**config.mk**
```make
export PLATFORM = sky130hd
export DESIGN_NAME = sw_stimulus_driver
export DESIGN_NICKNAME = d
export VERILOG_FILES = /design/src/rtl/sw_stim_pkg.sv /design/src/rtl/sw_stim_vec_mem.sv /design/src/rtl/sw_stimulus_driver.sv
export SDC_FILE = /design/constraint.sdc
export NUM_CORES = 2
export LEC_CHECK = 0
export ABC_AREA = 1
export CAP_MARGIN = 20
export CORE_MARGIN = 4
export CORE_UTILIZATION = 47
export DETAILED_ROUTE_END_ITERATION = 8
export HOLD_SLACK_MARGIN = 0.08
export SLEW_MARGIN = 20
export SYNTH_ARGS = -nofsm -noshare
export SYNTH_HDL_FRONTEND = slang
export SYNTH_HIERARCHICAL = 1
export SYNTH_SLANG_ARGS = --single-unit
```
**constraint.sdc**
```tcl
create_clock -name i_clk -period 12.15 [get_ports i_clk]
set_input_delay 3.0375 -clock i_clk [delete_from_list [all_inputs] [get_ports i_clk]]
set_output_delay 3.0375 -clock i_clk [all_outputs]
set_load 0.05 [all_outputs]
```
**src/rtl/sw_stim_pkg.sv**
```systemverilog
// Shared types and field constants for the switch-input stimulus driver.
package sw_stim_pkg;

  typedef enum logic [2:0] {
    ST_IDLE    = 3'd0,
    ST_PRESENT = 3'd1,
    ST_RELEASE = 3'd2,
    ST_DONE    = 3'd3,
    ST_FAIL    = 3'd4
  } sw_stim_state_e;

  localparam int SW_VALID_BIT = 31;
  localparam int SW_TAG_MSB   = 30;
  localparam int SW_TAG_LSB   = 24;
  localparam int SW_TAG_W     = 7;
  localparam int SW_DATA_W    = 24;
  localparam int ERR_CNT_W    = 8;

  // Build a valid switch word from a tag and a stimulus payload.
  function automatic logic [31:0] sw_word(input logic [SW_TAG_W-1:0] tag,
                                          input logic [SW_DATA_W-1:0] data);
    return {1'b1, tag, data};
  endfunction

endpackage

```
**src/rtl/sw_stim_vec_mem.sv**
```systemverilog
// DEPTH x 24 stimulus storage: synchronous write, asynchronous read.
module sw_stim_vec_mem
  import sw_stim_pkg::*;
#(
  parameter int DEPTH = 64,
  parameter int AW    = 6
) (
  input  logic                 i_clk,
  input  logic                 i_we,
  input  logic [AW-1:0]        i_waddr,
  input  logic [SW_DATA_W-1:0] i_wdata,
  input  logic [AW-1:0]        i_raddr,
  output logic [SW_DATA_W-1:0] o_rdata
);

  logic [SW_DATA_W-1:0] mem_r [DEPTH];

  // Vector storage write port; contents intentionally survive reset.
  always_ff @(posedge i_clk) begin
    if (i_we) begin
      mem_r[i_waddr] <= i_wdata;
    end
  end

  assign o_rdata = mem_r[i_raddr];

endmodule

```
**src/rtl/sw_stimulus_driver.sv**
```systemverilog
// Feeds preloaded 24-bit stimulus words to the core's switch mailbox with a four-phase
// handshake on LEDR. Optional echo comparison: define SW_STIM_ECHO_CHECK_EN.
module sw_stimulus_driver
  import sw_stim_pkg::*;
#(
  parameter int          DEPTH         = 64,
  parameter int unsigned TIMEOUT_INSNS = 4096
) (
  input  logic                         i_clk,
  input  logic                         i_reset,
  input  logic                         i_ld_we,
  input  logic [$clog2(DEPTH)-1:0]     i_ld_addr,
  input  logic [SW_DATA_W-1:0]         i_ld_data,
  input  logic [$clog2(DEPTH):0]       i_num_vec,
  input  logic                         i_start,
  input  logic                         i_insn_vld,
  input  logic [31:0]                  i_io_ledr,
  output logic [31:0]                  o_io_sw,
  output logic                         o_busy,
  output logic                         o_done,
  output logic                         o_timeout,
  output logic [$clog2(DEPTH)-1:0]     o_vec_idx,
  output logic [ERR_CNT_W-1:0]         o_err_cnt
);

  localparam int AW = $clog2(DEPTH);
  localparam int NW = AW + 1;
  localparam logic [AW-1:0] IDX_ONE = AW'(32'd1);
  localparam logic [NW-1:0] NUM_ONE = NW'(32'd1);

  sw_stim_state_e       state_r;
  logic [31:0]          sw_r;
  logic                 busy_r;
  logic                 done_r;
  logic                 timeout_r;
  logic [AW-1:0]        idx_r;
  logic [NW-1:0]        num_vec_r;
  logic [31:0]          tmo_cnt_r;
  logic [ERR_CNT_W-1:0] err_r;

  logic [AW-1:0]        rd_addr_s;
  logic [SW_DATA_W-1:0] rd_data_s;
  logic [SW_DATA_W-1:0] start_data_s;
  logic                 mem_we_s;
  logic                 ack_s;
  logic                 last_s;
  logic                 tmo_hit_s;
  logic                 start_take_s;

  function automatic logic [SW_TAG_W-1:0] tag_of(input logic [AW-1:0] idx);
    return SW_TAG_W'(idx);
  endfunction

  assign mem_we_s     = i_ld_we && !busy_r;
  assign start_take_s = i_start && !busy_r;

  sw_stim_vec_mem #(
    .DEPTH (DEPTH),
    .AW    (AW)
  ) u_vec_mem (
    .i_clk   (i_clk),
    .i_we    (mem_we_s),
    .i_waddr (i_ld_addr),
    .i_wdata (i_ld_data),
    .i_raddr (rd_addr_s),
    .o_rdata (rd_data_s)
  );

  // Read the entry about to be presented: current in PRESENT, next in RELEASE.
  always_comb begin
    rd_addr_s = '0;
    case (state_r)
      ST_PRESENT: rd_addr_s = idx_r;
      ST_RELEASE: rd_addr_s = idx_r + IDX_ONE;
      default:    rd_addr_s = '0;
    endcase
  end

  // A load to entry 0 in the start cycle must be visible in the first presented word.
  assign start_data_s = (i_ld_we && (i_ld_addr == '0)) ? i_ld_data : rd_data_s;

  assign ack_s = i_io_ledr[SW_VALID_BIT] &&
                 (i_io_ledr[SW_TAG_MSB:SW_TAG_LSB] == tag_of(idx_r));
  assign last_s    = (({1'b0, idx_r} + NUM_ONE) == num_vec_r);
  assign tmo_hit_s = (TIMEOUT_INSNS != 32'd0) && i_insn_vld &&
                     ((tmo_cnt_r + 32'd1) == TIMEOUT_INSNS);

  // Handshake sequencer with registered outputs; progress beats timeout.
  always_ff @(posedge i_clk or negedge i_reset) begin
    if (!i_reset) begin
      state_r   <= ST_IDLE;
      sw_r      <= 32'd0;
      busy_r    <= 1'b0;
      done_r    <= 1'b0;
      timeout_r <= 1'b0;
      idx_r     <= '0;
      num_vec_r <= '0;
      tmo_cnt_r <= 32'd0;
    end else begin
      case (state_r)
        ST_IDLE, ST_DONE, ST_FAIL: begin
          if (i_start) begin
            done_r    <= 1'b0;
            timeout_r <= 1'b0;
            tmo_cnt_r <= 32'd0;
            idx_r     <= '0;
            num_vec_r <= i_num_vec;
            if (i_num_vec == '0) begin
              state_r <= ST_DONE;
              done_r  <= 1'b1;
              busy_r  <= 1'b0;
              sw_r    <= 32'd0;
            end else begin
              state_r <= ST_PRESENT;
              busy_r  <= 1'b1;
              sw_r    <= sw_word(tag_of('0), start_data_s);
            end
          end
        end
        ST_PRESENT: begin
          if (ack_s) begin
            state_r   <= ST_RELEASE;
            sw_r      <= 32'd0;
            tmo_cnt_r <= 32'd0;
          end else if (tmo_hit_s) begin
            state_r   <= ST_FAIL;
            sw_r      <= 32'd0;
            busy_r    <= 1'b0;
            timeout_r <= 1'b1;
            tmo_cnt_r <= 32'd0;
          end else if (i_insn_vld) begin
            tmo_cnt_r <= tmo_cnt_r + 32'd1;
          end
        end
        ST_RELEASE: begin
          if (!i_io_ledr[SW_VALID_BIT]) begin
            tmo_cnt_r <= 32'd0;
            if (last_s) begin
              state_r <= ST_DONE;
              busy_r  <= 1'b0;
              done_r  <= 1'b1;
            end else begin
              state_r <= ST_PRESENT;
              idx_r   <= idx_r + IDX_ONE;
              sw_r    <= sw_word(tag_of(idx_r + IDX_ONE), rd_data_s);
            end
          end else if (tmo_hit_s) begin
            state_r   <= ST_FAIL;
            busy_r    <= 1'b0;
            timeout_r <= 1'b1;
            tmo_cnt_r <= 32'd0;
          end else if (i_insn_vld) begin
            tmo_cnt_r <= tmo_cnt_r + 32'd1;
          end
        end
        default: begin
          state_r   <= ST_IDLE;
          sw_r      <= 32'd0;
          busy_r    <= 1'b0;
          tmo_cnt_r <= 32'd0;
        end
      endcase
    end
  end

`ifdef SW_STIM_ECHO_CHECK_EN
  // Count accepted acks whose echo differs from the presented payload.
  always_ff @(posedge i_clk or negedge i_reset) begin
    if (!i_reset) begin
      err_r <= '0;
    end else if (start_take_s) begin
      err_r <= '0;
    end else if ((state_r == ST_PRESENT) && ack_s &&
                 (i_io_ledr[SW_DATA_W-1:0] != rd_data_s) && (err_r != 8'hFF)) begin
      err_r <= err_r + 8'd1;
    end
  end
`else
  logic unused_echo_s;
  assign unused_echo_s = ^{i_io_ledr[SW_DATA_W-1:0], start_take_s};
  assign err_r = '0;
`endif

  assign o_io_sw   = sw_r;
  assign o_busy    = busy_r;
  assign o_done    = done_r;
  assign o_timeout = timeout_r;
  assign o_vec_idx = idx_r;
  assign o_err_cnt = err_r;

endmodule
```
==> impl_metrics.env <==
export IMPL_hold_class="flop to flop"
export IMPL_yosys_most_used_dff="edfxtp_1"
export IMPL_worstMarginPinSlew_ps=1130
export IMPL_nets=6120
export IMPL_ys_seq_area_share_pct=71.2
export IMPL_skew_ps=28.4
export IMPL_grt_setup_unrepaired="false"
export IMPL_p_leak_nw=27.5
export IMPL_wirelength_um=186000
export IMPL_setup_viol=0
export IMPL_port_buffers=89
export IMPL_maxCapViolCount=0
export IMPL_cts_clk_slew_worst_paths_ps=60
export IMPL_clkPwrFrac_pct=34.4
export IMPL_start_kind="flop"
export IMPL_worstPathRequired_ps=12830
export IMPL_synth_area_mm2=0.0676
export IMPL_instances_no_fill=8079
export IMPL_die_h_um=387
export IMPL_p_seq_share_pct=42.5
export IMPL_cts_resized=0
export IMPL_drcViolationCount=0
export IMPL_cts_tree="yes"
export IMPL_holdPathStages=2
export IMPL_cts_hold_buf=0
export IMPL_postPlaceCellArea_mm2=0.0701
export IMPL_cts_setup_buffers=0
export IMPL_fin_crit_ps=6000
export IMPL_synth_most_common_cell="nand2_1"
export IMPL_synthCells=6013
export IMPL_die_x_um=387
export IMPL_powerDensity_mw_per_mm2=196
export IMPL_drtAntennaViolNets=0
export IMPL_holdCritStartpoint="o_io_sw[1]$_DFFE_PN0P_"
export IMPL_fmaxAchievable_ghz=0.167
export IMPL_cts_max_path_buffers=3
export IMPL_wire_per_inst_um=23.0
export IMPL_grt_first_pass_wirelength_um=274000
export IMPL_rr_worst_depth=17
export IMPL_hold_viol=0
export IMPL_detail_route_iter0_violations=4191
export IMPL_path_max_fanout=58
export IMPL_slew_headroom_pct=24.4
export IMPL_critical_path_class="flop to flop"
export IMPL_drive_gt1_share_pct=8.01
export IMPL_synth_area_leaders="edfxtp_1, nand2_1, nand3_1"
export IMPL_track_usage_pct=24.3
export IMPL_initial_core_util_pct=47.5
export IMPL_fillCellCount=12200
export IMPL_areaGrowthSynthToFinish_pct=11.7
export IMPL_grt_max_degree=243
export IMPL_core_rowCount=138
export IMPL_synth_edf_count=1536
export IMPL_num_vias=45100
export IMPL_firstDrtPassIters=6
export IMPL_synth_top_cell_area_share_pct=68.2
export IMPL_antenna_found_initial=6
export IMPL_ys_async_sr_fraction_pct=5.07
export IMPL_period_share_pct=49.4
export IMPL_dp_cells=7764
export IMPL_status="finished, final reports clean"
export IMPL_internal_power_mw=10.1
export IMPL_dieArea_mm2=0.150
export IMPL_arrival_ps=6680
export IMPL_ys_seq_elements=1618
export IMPL_max_vdd_ir_drop_uv=169
export IMPL_clk_latency_ps=790
export IMPL_gp_congestion=0.856
export IMPL_io_pin_count=123
export IMPL_dpl_hpwl_um=94800
export IMPL_core_area_mm2=0.142
export IMPL_synthTopCellsByCount="nand2_1, edfxtp_1, nand3_1, buf_2, nor2_1"
export IMPL_startpoint="state_r[1]$_DFFE_PN0P_"
export IMPL_regToRegStartpoint="state_r[1]$_DFFE_PN0P_"
export IMPL_synth_area_leader_cell="edfxtp_1"
export IMPL_htreeDepth=4
export IMPL_grt_ovfl_total=0
export IMPL_p_sw_mw=4.70
export IMPL_cts_num_sinks=1618
export IMPL_combPwrFrac_pct=23.0
export IMPL_finalInstanceArea_mm2=0.0755
export IMPL_vias_per_cell=5.58
export IMPL_final_max_slew_viol_count=0
export IMPL_seqCellArea_mm2=0.0482
export IMPL_cp_end_kind="flop"
export IMPL_yosys_warnings=6
export IMPL_cts_root_buf="clkbuf_16"
export IMPL_synth_avg_cell_area_um2=11.2
export IMPL_grt_pass1_vias=42100
export IMPL_yosysUniqueCellTypes=38
export IMPL_setup_tns_ps=0
export IMPL_multi_input_area_mm2=0.0171
export IMPL_netSwitchingFraction_pct=31.8
export IMPL_cts_buffers=167
==> through the flow <==
| stage | util (%) | setup WS (ps) | power (mW) | hold slack [ps] |
|---|---|---|---|---|
| final | 53.1 | 6150 | 14.8 | 469 |
| after global routing | 53.1 | 5900 | 15.5 | 492 |
| after CTS | 53.1 | 6120 | 14.9 | 473 |
| after detailed placement | 49.2 | 5990 | 9.79 | 458 |
| after global placement | 49.2 | 5790 | 9.75 | 458 |
| after floorplan | - | 5650 | 8.98 | 466 |
==> power by group through the flow <==
stage / logic, mW / clock network, mW / registers [mW]
after floorplan: 2.48 / 0 / 6.50
after global placement: 3.34 / 0 / 6.41
after detailed placement: 3.38 / 0 / 6.41
after CTS: 3.40 / 5.18 / 6.30
after global routing: 3.80 / 5.43 / 6.30
final: 3.40 / 5.10 / 6.29
==> metal layers <==
| metal | share of wire [%] | global-route usage, % |
|---|---|---|
| met5 | 0.011 | 0 |
| met2 | 47 | 38.5 |
| met1 | 42 | 34.1 |
| met4 | 3.5 | 8.74 |
| met3 | 7.1 | 4.13 |
==> area by class of cell <==
cell class | instances | share of cell area (%)
inverter | 130 | 0.694
antenna | 8 | 0.0265
clock buffer | 206 | 5.84
tap | 1890 | 3.13
clock inverter | 101 | 1.37
sequential | 1618 | 63.8
timing repair buffer | 228 | 2.51
multi-input combinational | 3898 | 22.6
==> worst max-delay path, cell delays in order, from the launching register on <==
cell	delay [ps]
dfrtp_1	420
nor3_1	470
clkinv_1	630
o21ai_4	740
buf_4	710
buf_4	800
buf_4	580
nand3_1	130
nand3_1	120
nand2_1	90
nand2_1	90
nand3_1	290
nand3_1	310
nand2_1	90
inv_1	70
o22ai_1	120
nand3_1	120
nand2_1	70
==> cells in the final DEF, fill, tap and decap left out, drive strengths merged <==
| cell type | n |
|---|---|
| nand2 | 2198 |
| edfxtp | 1536 |
| nand3 | 1358 |
| clkbuf | 206 |
| buf | 164 |
| nor2 | 152 |
| inv | 140 |
| dfrtp | 82 |
| clkinv | 71 |
| clkdlybuf4s50 | 64 |
| o22ai | 58 |
| o21ai | 40 |
| a21oi | 23 |
| bufinv | 17 |
| nand4 | 12 |
| nor4 | 11 |
| conb | 9 |
| diode | 8 |
| xor2 | 8 |
| o211ai | 8 |
| xnor2 | 6 |
| nor3 | 5 |
| ha | 3 |
| clkinvlp | 3 |
| nor3b | 2 |
| o21bai | 1 |
| or2 | 1 |
| a21boi | 1 |
| o21a | 1 |
| a31oi | 1 |
==> worst paths after layout <==
kind / end / slack (ps)
worst min-delay path: o_io_sw[1]$_DFFE_PN0P_ / 470
worst max register to register: o_io_sw[23]$_DFFE_PN0P_ / 6150
max in group asynchronous: o_io_sw[19]$_DFFE_PN0P_ / 8890
worst max-delay path: o_io_sw[23]$_DFFE_PN0P_ / 6150
worst min register to register: o_io_sw[1]$_DFFE_PN0P_ / 470
min in group asynchronous: tmo_cnt_r[12]$_DFFE_PN0P_ / 2140
==> flip-flops by register name (all words and copies together), names as in the netlist <==
name,count
o_vec_idx,6
o_timeout,1
o_io_sw,31
tmo_cnt_r,32
u_vec_mem/mem_r,1536
num_vec_r,7
state_r,3
o_busy,1
o_done,1
==> cells by family (layout without fill, tap and decap cells) <==
logic type | Yosys count | count (layout) | synth area share, %
xor+xnor | 14 | 14 | 0.181
simple gates | 3739 | 3739 | 23.5
flops | 1618 | 1618 | 71.2
compound gates | 133 | 133 | 1.13
other cells | 1 | 17 | 0.00554
fa+ha+maj | 3 | 3 | 0.0555
buf+inv | 505 | 665 | 3.94
(Power assumes the default switching activity.)
